<file path="config.mk">
export PLATFORM = sky130hd
export DESIGN_NAME = ex_muldiv_unit
export DESIGN_NICKNAME = d
export VERILOG_FILES = /design/src/rtl/muldiv_pkg.sv /design/src/rtl/ex_muldiv_unit_div.sv /design/src/rtl/ex_muldiv_unit.sv
export SDC_FILE = /design/constraint.sdc
export NUM_CORES = 1
export LEC_CHECK = 0
export BUFFER_PORTS_ARGS = -buffer_cell sky130_fd_sc_hd__buf_4
export CAP_MARGIN = 30
export CORE_ASPECT_RATIO = 1.25
export CORE_UTILIZATION = 40
export DETAILED_ROUTE_END_ITERATION = 8
export HOLD_SLACK_MARGIN = 0.06
export SLEW_MARGIN = 10
export SYNTH_ARGS = -nofsm -noshare
export SYNTH_HDL_FRONTEND = slang
export SYNTH_SLANG_ARGS = --single-unit
</file>
<file path="constraint.sdc">
create_clock -name clk -period 4.6 [get_ports clk]
set_clock_uncertainty 0.2 [all_clocks]
set_input_delay 0 -clock clk [delete_from_list [all_inputs] [get_ports clk]]
set_output_delay 0 -clock clk [all_outputs]
set_load 0.01 [all_outputs]
</file>
<file path="src/rtl/muldiv_pkg.sv">
// Shared definitions for the M-extension execute unit:
// funct3 op codes, FSM states and op-class decode helpers.
package muldiv_pkg;

  localparam logic [2:0] F_MUL    = 3'b000;
  localparam logic [2:0] F_MULH   = 3'b001;
  localparam logic [2:0] F_MULHSU = 3'b010;
  localparam logic [2:0] F_MULHU  = 3'b011;
  localparam logic [2:0] F_DIV    = 3'b100;
  localparam logic [2:0] F_DIVU   = 3'b101;
  localparam logic [2:0] F_REM    = 3'b110;
  localparam logic [2:0] F_REMU   = 3'b111;

  typedef enum logic [2:0] {
    S_IDLE,
    S_MUL,
    S_DIV,
    S_FIX,
    S_DONE
  } state_t;

  function automatic logic is_div(input logic [2:0] f);
    return f[2];
  endfunction

  function automatic logic is_rem(input logic [2:0] f);
    return f[2] && f[1];
  endfunction

  function automatic logic is_high(input logic [2:0] f);
    return !f[2] && (f != F_MUL);
  endfunction

  function automatic logic rs1_signed(input logic [2:0] f);
    return !((f == F_MULHU) || (f == F_DIVU) || (f == F_REMU));
  endfunction

  function automatic logic rs2_signed(input logic [2:0] f);
    return (f == F_MUL) || (f == F_MULH) ||
           (f == F_DIV) || (f == F_REM);
  endfunction

endpackage

</file>
<file path="src/rtl/ex_muldiv_unit_div.sv">
// Restoring radix-2 divider step on magnitudes plus
// its iteration counter; one quotient bit per enabled cycle.
import muldiv_pkg::*;

module ex_div_iter #(
  parameter int XLEN = 32
) (
  input  logic            clk,
  input  logic            rst,
  input  logic            start,
  input  logic            en,
  input  logic [XLEN-1:0] dividend,
  input  logic [XLEN-1:0] divisor,
  output logic [XLEN-1:0] quot,
  output logic [XLEN-1:0] rem,
  output logic            last
);

  localparam int CW = $clog2(XLEN);

  logic [XLEN-1:0] d_q;
  logic [CW-1:0]   cnt;
  logic [XLEN:0]   shifted;
  logic [XLEN:0]   diff;

  assign shifted = {rem, quot[XLEN-1]};
  assign diff    = shifted - {1'b0, d_q};
  assign last    = (cnt == CW'(XLEN - 1));

  always_ff @(posedge clk or negedge rst) begin
    if (!rst) begin
      quot <= '0;
      rem  <= '0;
      d_q  <= '0;
      cnt  <= '0;
    end else if (start) begin
      quot <= dividend;
      rem  <= '0;
      d_q  <= divisor;
      cnt  <= '0;
    end else if (en) begin
      // diff[XLEN] set means the trial subtract borrowed: restore
      quot <= {quot[XLEN-2:0], ~diff[XLEN]};
      rem  <= diff[XLEN] ? shifted[XLEN-1:0] : diff[XLEN-1:0];
      cnt  <= cnt + CW'(1);
    end
  end

endmodule

</file>
<file path="src/rtl/ex_muldiv_unit.sv">
// RV M-extension execute unit: iterative multiply/divide
// beside the EX ALU, with hold/flush and event counters.
import muldiv_pkg::*;

module ex_muldiv_unit #(
  parameter int XLEN     = 32,
  parameter int MUL_ITER = 1,
  parameter int CNT_W    = 32
) (
  input  logic             clk,
  input  logic             rst,
  input  logic             flush,
  input  logic             keep,
  input  logic             req_valid,
  output logic             req_ready,
  input  logic [2:0]       funct3,
  input  logic [XLEN-1:0]  rs1,
  input  logic [XLEN-1:0]  rs2,
  input  logic [4:0]       wreg_in,
  output logic             busy,
  output logic             res_valid,
  output logic [XLEN-1:0]  result,
  output logic [4:0]       res_wreg,
  output logic [CNT_W-1:0] mul_count,
  output logic [CNT_W-1:0] div_count,
  output logic [CNT_W-1:0] stall_count
);

  localparam int CW = $clog2(XLEN);
  localparam logic [XLEN-1:0] MIN_NEG =
    {1'b1, {(XLEN-1){1'b0}}};

  state_t            state;
  logic [2:0]        op_q;
  logic [4:0]        wreg_q;
  logic              sg1_q;
  logic              sg2_q;
  logic [XLEN-1:0]   a_q;
  logic [2*XLEN-1:0] acc;
  logic [CW-1:0]     mcnt;

  logic              accept;
  logic              sg1;
  logic              sg2;
  logic [XLEN-1:0]   abs1;
  logic [XLEN-1:0]   abs2;
  logic              div0;
  logic              ovf;
  logic              special;
  logic [XLEN-1:0]   spec_res;
  logic [2*XLEN-1:0] now_prod;
  logic [XLEN-1:0]   now_res;
  logic [XLEN:0]     msum;
  logic [2*XLEN-1:0] mfull;
  logic [XLEN-1:0]   qs;
  logic [XLEN-1:0]   rs;
  logic [XLEN-1:0]   fix_res;
  logic [XLEN-1:0]   quot;
  logic [XLEN-1:0]   rem;
  logic              div_last;

  assign req_ready = (state == S_IDLE);
  assign accept    = req_valid && req_ready && !flush;
  assign busy      = accept ||
                     (state inside {S_MUL, S_DIV, S_FIX});

  always_comb begin
    sg1  = rs1_signed(funct3) && rs1[XLEN-1];
    sg2  = rs2_signed(funct3) && rs2[XLEN-1];
    abs1 = sg1 ? -rs1 : rs1;
    abs2 = sg2 ? -rs2 : rs2;
    div0 = is_div(funct3) && (rs2 == '0);
    ovf  = is_div(funct3) && !funct3[0] &&
           (rs1 == MIN_NEG) && (rs2 == '1);
    special = div0 || ovf;
    if (div0)
      spec_res = is_rem(funct3) ? rs1 : '1;
    else
      spec_res = is_rem(funct3) ? '0 : rs1;
    now_prod = {{XLEN{1'b0}}, abs1} *
               {{XLEN{1'b0}}, abs2};
    if (sg1 ^ sg2)
      now_prod = -now_prod;
    now_res = is_high(funct3) ? now_prod[2*XLEN-1:XLEN]
                              : now_prod[XLEN-1:0];
  end

  always_comb begin
    msum  = {1'b0, acc[2*XLEN-1:XLEN]} +
            (acc[0] ? {1'b0, a_q} : '0);
    mfull = (sg1_q ^ sg2_q) ? -acc : acc;
    qs    = (sg1_q ^ sg2_q) ? -quot : quot;
    rs    = sg1_q ? -rem : rem;
    unique case (1'b1)
      is_rem(op_q):
        fix_res = rs;
      is_div(op_q) && !is_rem(op_q):
        fix_res = qs;
      is_high(op_q):
        fix_res = mfull[2*XLEN-1:XLEN];
      default:
        fix_res = mfull[XLEN-1:0];
    endcase
  end

  ex_div_iter #(
    .XLEN(XLEN)
  ) u_div (
    .clk     (clk),
    .rst     (rst),
    .start   (accept && is_div(funct3) && !special),
    .en      (state == S_DIV),
    .dividend(abs1),
    .divisor (abs2),
    .quot    (quot),
    .rem     (rem),
    .last    (div_last)
  );

  always_ff @(posedge clk or negedge rst) begin
    if (!rst) begin
      state       <= S_IDLE;
      op_q        <= '0;
      wreg_q      <= '0;
      sg1_q       <= 1'b0;
      sg2_q       <= 1'b0;
      a_q         <= '0;
      acc         <= '0;
      mcnt        <= '0;
      res_valid   <= 1'b0;
      result      <= '0;
      res_wreg    <= '0;
      mul_count   <= '0;
      div_count   <= '0;
      stall_count <= '0;
    end else begin
      if (busy)
        stall_count <= stall_count + CNT_W'(1);
      if (flush) begin
        state     <= S_IDLE;
        res_valid <= 1'b0;
      end else begin
        case (state)
          S_IDLE: begin
            if (accept) begin
              op_q   <= funct3;
              wreg_q <= wreg_in;
              sg1_q  <= sg1;
              sg2_q  <= sg2;
              a_q    <= abs1;
              acc    <= {{XLEN{1'b0}}, abs2};
              mcnt   <= '0;
              if (special) begin
                result    <= spec_res;
                res_wreg  <= wreg_in;
                res_valid <= 1'b1;
                div_count <= div_count + CNT_W'(1);
                state     <= S_DONE;
              end else if (is_div(funct3)) begin
                state <= S_DIV;
              end else if (MUL_ITER == 0) begin
                result    <= now_res;
                res_wreg  <= wreg_in;
                res_valid <= 1'b1;
                mul_count <= mul_count + CNT_W'(1);
                state     <= S_DONE;
              end else begin
                state <= S_MUL;
              end
            end
          end
          S_MUL: begin
            acc  <= {msum, acc[XLEN-1:1]};
            mcnt <= mcnt + CW'(1);
            if (mcnt == CW'(XLEN - 1))
              state <= S_FIX;
          end
          S_DIV: begin
            if (div_last)
              state <= S_FIX;
          end
          S_FIX: begin
            result    <= fix_res;
            res_wreg  <= wreg_q;
            res_valid <= 1'b1;
            if (is_div(op_q))
              div_count <= div_count + CNT_W'(1);
            else
              mul_count <= mul_count + CNT_W'(1);
            state <= S_DONE;
          end
          S_DONE: begin
            if (!keep) begin
              state     <= S_IDLE;
              res_valid <= 1'b0;
            end
          end
          default: state <= S_IDLE;
        endcase
      end
    end
  end

endmodule

</file>
# Yosys cells after proc, flatten, opt, wreduce, memory -nomap -nowiden
# Cells that the tools add are included.
# Widths: inputs -> output; s select.
[classes]
add_sub_neg = 12
eq_ne = 22
mux = 44
n_bitwise = 4
n_reduce_logical = 43
[op_table]
columns = ["op", "n"]
rows = [
  ["$mux 32", 18],
  ["$mux 64", 2],
  ["$neg 32->32", 4],
  ["$pmux 32 s2", 2],
  ["$pmux 64 s2", 1],
  ["$add 32x1->32 const B", 3],
  ["$pmux 32 s3", 1],
  ["$eq 32x32->1 const B", 2],
  ["$neg 64->64", 1],
  ["$add 32x32->33", 1],
  ["$sub 33x32->33", 1],
  ["$logic_not 32->1", 1],
  ["$mux 5", 5],
  ["$pmux 5 s2", 2],
  ["$mux 3", 6],
  ["$eq 3x3->1 const B", 5],
  ["$pmux 3 s5", 1],
  ["$logic_and 1x1->1", 14],
  ["$reduce_and 4->1", 3],
  ["$add 5x1->5 const B", 2],
  ["$eq 5x5->1 const B", 2],
  ["$eq 3x2->1 const B", 3],
  ["$ne 3x2->1 const B", 3],
  ["$reduce_and 3->1", 3],
  ["16 further kinds", 39],
]
[totals]
ff_bits = 349
inputBits = 77
output_inout_bits = 136
elab_cells = 143

# Depth between registers and ports, before layout
[depth]
word_depth = 9
depth_mapped = 16
depth_no_buf = 14

# Cells and area by module
# From an unflattened synthesis, not the netlist that was laid out.
[unflattened]
hier_cells = 2876
area_unflattened_um2 = 24258.3
[by_module_without_submodules]
columns = ["module", "n_inst", "cells_each", "area_each_um2", "seq_area_each_um2"]
rows = [
  ["ex_muldiv_unit", 1, 2110, 17605.6, 6206.0],
  ["ex_div_iter", 1, 766, 6652.6, 2527.4],
]

# Least setup slack after synthesis
# OpenSTA, ideal clock, no wires.
[synth_timing]
path_type = "flip-flop to flip-flop"
start = "register u_div.quot[31]"
end = "register u_div.rem[31]"
setup_ps = 122
arrival_ps = 3206
required_time_ps = 4278
path_slack_ps = 1072
path_stages_with_launch = 14
n_path_buf = 0
period_less_slack_ps = 3528
cell_sequence = "dfrtp_1 > inv_1 > ha_1 > fa_1 > nand2b_1 > a21o_1 > a31o_2 > a211oi_1 > o211ai_1 > o21ai_1 > mux2_2 > a2111oi_0 > o21ai_0 > o2111a_1"
[synth_between]
elab_chain_cells = 4
[synth_lines]
columns = ["element", "line_no", "source"]
rows = [
  ["start, declared", "ex_muldiv_unit_div.sv:14", "output logic [XLEN-1:0] quot,"],
  ["start signal, assigned", "ex_muldiv_unit_div.sv:37", "quot <= dividend;"],
  ["start signal, assigned", "ex_muldiv_unit_div.sv:43", "quot <= {quot[XLEN-2:0], ~diff[XLEN]};"],
  ["$sub 33x32->33", "ex_muldiv_unit_div.sv:27", "assign diff = shifted - {1'b0, d_q};"],
  ["$mux 32", "ex_muldiv_unit_div.sv:44", "rem <= diff[XLEN] ? shifted[XLEN-1:0] : diff[XLEN-1:0];"],
  ["$mux 32", "ex_muldiv_unit_div.sv:41", "end else if (en) begin"],
  ["$mux 32", "ex_muldiv_unit_div.sv:36", "end else if (start) begin"],
  ["end signal, assigned", "ex_muldiv_unit_div.sv:44", ""],
  ["end, declared", "ex_muldiv_unit_div.sv:15", "output logic [XLEN-1:0] rem,"],
]
# Every way passes these cells. The select of a mux whose other input is x is not followed.
# A chain may end at the register's enable or synchronous reset.

# Final worst setup path
[layout_timing]
start = "input port rs1[22]"
end = "register result[29]"
[layout_between]
elab_chain_cells = 6
[layout_lines]
columns = ["element", "line_no", "source"]
rows = [
  ["start, declared", "ex_muldiv_unit.sv:17", "input logic [XLEN-1:0] rs1,"],
  ["$eq 32x32->1", "ex_muldiv_unit.sv:74", "(rs1 == MIN_NEG) && (rs2 == '1);"],
  ["$logic_and 1x1->1", "ex_muldiv_unit.sv:73", "ovf = is_div(funct3) && !funct3[0] &&"],
  ["$logic_and 1x1->1", "ex_muldiv_unit.sv:74", ""],
  ["$logic_or 1x1->1", "ex_muldiv_unit.sv:75", "special = div0 || ovf;"],
  ["$ne 2x1->1 (no source line)", "--", ""],
  ["$reduce_and 4->1 (no source line)", "--", ""],
  ["end signal, assigned", "ex_muldiv_unit.sv:154", "result <= spec_res;"],
  ["end signal, assigned", "ex_muldiv_unit.sv:162", "result <= now_res;"],
  ["end signal, assigned", "ex_muldiv_unit.sv:183", "result <= fix_res;"],
  ["end, declared", "ex_muldiv_unit.sv:22", "output logic [XLEN-1:0] result,"],
]
# Every way passes these cells.

==> results by group <==
Placement
  • Placed wire-length estimate: between 60 and 70 mm
  • Port Buf Inserts: 212
  • DP Worst Slack: approximately 650 ps
  • Routability Congestion: around 1

Critical path
  • Reg2Reg Launch Point: acc[0]
  • CP arrival: ~4600 ps
  • Critical path class: in -> reg
  • Crit Path Max Fanout: 14
  • R2r setup slk: a little under 600 ps
  • R2r endpoint: acc[61]
  • Worst path required time: 4910 ps
  • Startpoint Class: input port
  • R2R cell count: 14
  • Endpoint kind of the worst setup timing path: flip-flop

GRT
  • Vias in the first global route: approximately 21000
  • GRT overflow: 0
  • First-pass GRT wire length: 129 mm
  • Largest net degree at the start of global routing: approximately 120
  • All-Layer GR Usage: between 20% and 30%
  • Initial antenna violation count: 1

Min path
  • Hold Path Depth: 4
  • Hold path start: wreg_in[2]
  • Hold crit path type: in -> reg
  • Worst Hold End: res_wreg[2]

Logic synthesis
  • Top-area cell type share of the netlist area: between 30% and 40%
  • Largest cells by area after synthesis: dfrtp_1 (38%), xnor2_1 (6.7%), xor2_1 (5.8%), o21ai_0 (5.4%), nand2_1 (4.9%)
  • Flops & latches, synth: around 350
  • Syn Inst Count: 2682
  • Async SR Flop Fraction: 100%
  • Mean Syn Cell Area: roughly 8.5 um2
  • Yosys warns: 0
  • Number of synthesized flops with an enable pin: 0
  • Cell taking the most area after synthesis: dfrtp_1
  • Synth cell types: 84
  • Mapped cell area: 0.0229 mm2
  • Syn nets: 2838
  • Ys flop type: dfrtp_1
  • Seq/Total Area, Yosys: between 30% and 40%

Route
  • Drt total wl: roughly 85 mm
  • Via density: about 5.9
  • Drt wl/cell: 22.8 um
  • DR vias: around 22000
  • Initial DRC Count: ~1700
  • First-pass DRT Iterations: 5
  • Drt drc: 0
  • Post-route ant nets: 0

Cells and area
  • Most frequent cells in the layout: dfrtp_1 (349), nand2_1 (300), o21ai_0 (245)
  • Proportion of layout cells with a drive suffix above 1: 12.5%
  • Area growth syn-to-layout: 21.8%
  • Register Area: around 0.0087 mm2
  • Filler cells: 5390
  • Area occupied by multi-input gates: approximately 0.013 mm2
  • Most common cell after layout, fill and taps aside: dfrtp_1
  • Fin nets: ~3100
  • Antenna diode count: 0

Outcome
  • Run status: finished, final reports clean

Timing
  • Worst slew pin tran: between 900 and 1000 ps
  • Final Hold Viols: 0
  • Final setup fails: 0
  • Fin worst setup slack: 311 ps
  • Fin. max-slew vios: 0
  • Min Tclk post-route: 4290 ps
  • Final Cycle Share: roughly 93%
  • Max Fclk: ~0.23 GHz
  • Final TNS setup: 0 ps
  • RSZ-0062 raised after global routing: no
  • Max-Slew Margin vs Limit: 34.6%

Floorplan
  • Full die area: between 0.05 and 0.06 mm2
  • IO Pins: about 210
  • Die height: ~270 um
  • Row Count: 97
  • Core area: roughly 0.056 mm2
  • Die Wd: between 200 and 250 um
  • Initial Utilization: between 40% and 50%

CTS
  • Cts repair resizes: 0
  • CTS max path bufs: 3
  • Root Buffer: clkbuf_16
  • # hold bufs at CTS: 121
  • Clock sinks: roughly 350
  • Total CTS buffers: 40
  • CTS tree: yes
  • CTS H-tree lvls: 2
  • Clock transition at path regs: around 60 ps
  • Worst-Skew Late Latency: about 570 ps
  • # Post-CTS Setup Buffers: 0

Power
  • Peak supply drop: 0.363 mV
  • Power Density: 587 mW/mm2
  • Static Leakage: about 12 nW

Flow run
  • MaxCap Viol Count: 0
## cell families after synthesis
kind of cell / count (synthesis) / synth area share (%)
AOI/OAI and AO/OA: 783 / 21.4
xor gates and xnor gates: 325 / 12.4
adders and majority gates: 79 / 4.38
buffers and inverters: 226 / 3.72
DFF: 349 / 38.1
muxes: 12 / 0.546
and+or+nand+nor: 908 / 19.4
## per-layer routing
layer	part of all wire, %	vias to the layer above	global-route usage (%)
li1	-	10200	-
met1	40	10700	34.6
met2	49	723	49.2
met3	5.0	223	3.73
met4	6.1	0	15.6
met5	0	-	0
## cell type report
class | count | share of cell area [%]
multi-input cells | 2107 | 48.1
well taps | 742 | 3.33
clock buffers | 61 | 4.35
clock inverters | 11 | 0.520
flip-flops and latches | 349 | 31.3
repair buffers | 370 | 11.4
inverters | 79 | 1.06
## cell usage after synthesis (all sizes together) (44+ instances only)
| master | count |
|---|---|
| dfrtp | 349 |
| o21ai | 249 |
| and2 | 44 |
| ha | 77 |
| xnor2 | 174 |
| nand2 | 303 |
| nor2 | 208 |
| nand3 | 71 |
| a21oi | 191 |
| inv | 79 |
| xor2 | 151 |
| o22ai | 75 |
| clkbuf | 136 |
| nor3 | 63 |
## worst max path at each step
stage | from | end | slack, ps | cells past startpoint
finish | rs1[22] | result[29] | 310 | 11
global route | acc[0] | acc[45] | 260 | 14
CTS | rs1[22] | result[29] | 440 | 11
detailed placement | u_div.quot[31] | u_div.rem[31] | 650 | 13
global placement | acc[0] | acc[61] | 680 | 14
floorplan | u_div.quot[31] | u_div.rem[31] | 1070 | 13
## power breakdown
| part | switching (mW) | internal (mW) |
|---|---|---|
| clock network | 1.35 | 1.99 |
| registers | 1.31 | 3.94 |
| logic | 4.61 | 3.19 |
| total | 7.28 | 9.11 |
## sequential cells by signal, summed over array words and instances, names as in the netlist, 3 cells and up
register     cells
res_wreg         5
op_q             3
u_div.quot      32
mul_count       32
acc             64
wreg_q           5
div_count       32
mcnt             5
a_q             32
u_div.rem       32
state            3
stall_count     32
u_div.cnt        5
result          32
u_div.d_q       32
## worst max-delay path, cell delays in order
cell	delay, ps
dlygate4sd3_1	540
buf_4	180
or4_1	580
nor4b_1	630
and4_1	610
a2bb2oi_2	240
o21ai_0	290
nor2b_2	630
o211ai_1	190
dlygate4sd3_1	610
nand3_1	80
## stage by stage
stage | instances | instance area, um2 | utilization (%) | hold WS, ps | power [mW]
3_3_place_gp | 3523 | 25300 | 44.9 | -137 | 12.7
6_report | 3719 | 27900 | 49.5 | 92.8 | 16.4
3_5_place_dp | 3524 | 25300 | 44.9 | -134 | 12.9
4_1_cts | 3717 | 27900 | 49.5 | 71.6 | 16.3
2_1_floorplan | 2682 | 22900 | - | -496 | 10.1
5_1_grt | 3719 | 27900 | 49.5 | 94.1 | 17.4
Power figures use the tool's default switching activity.
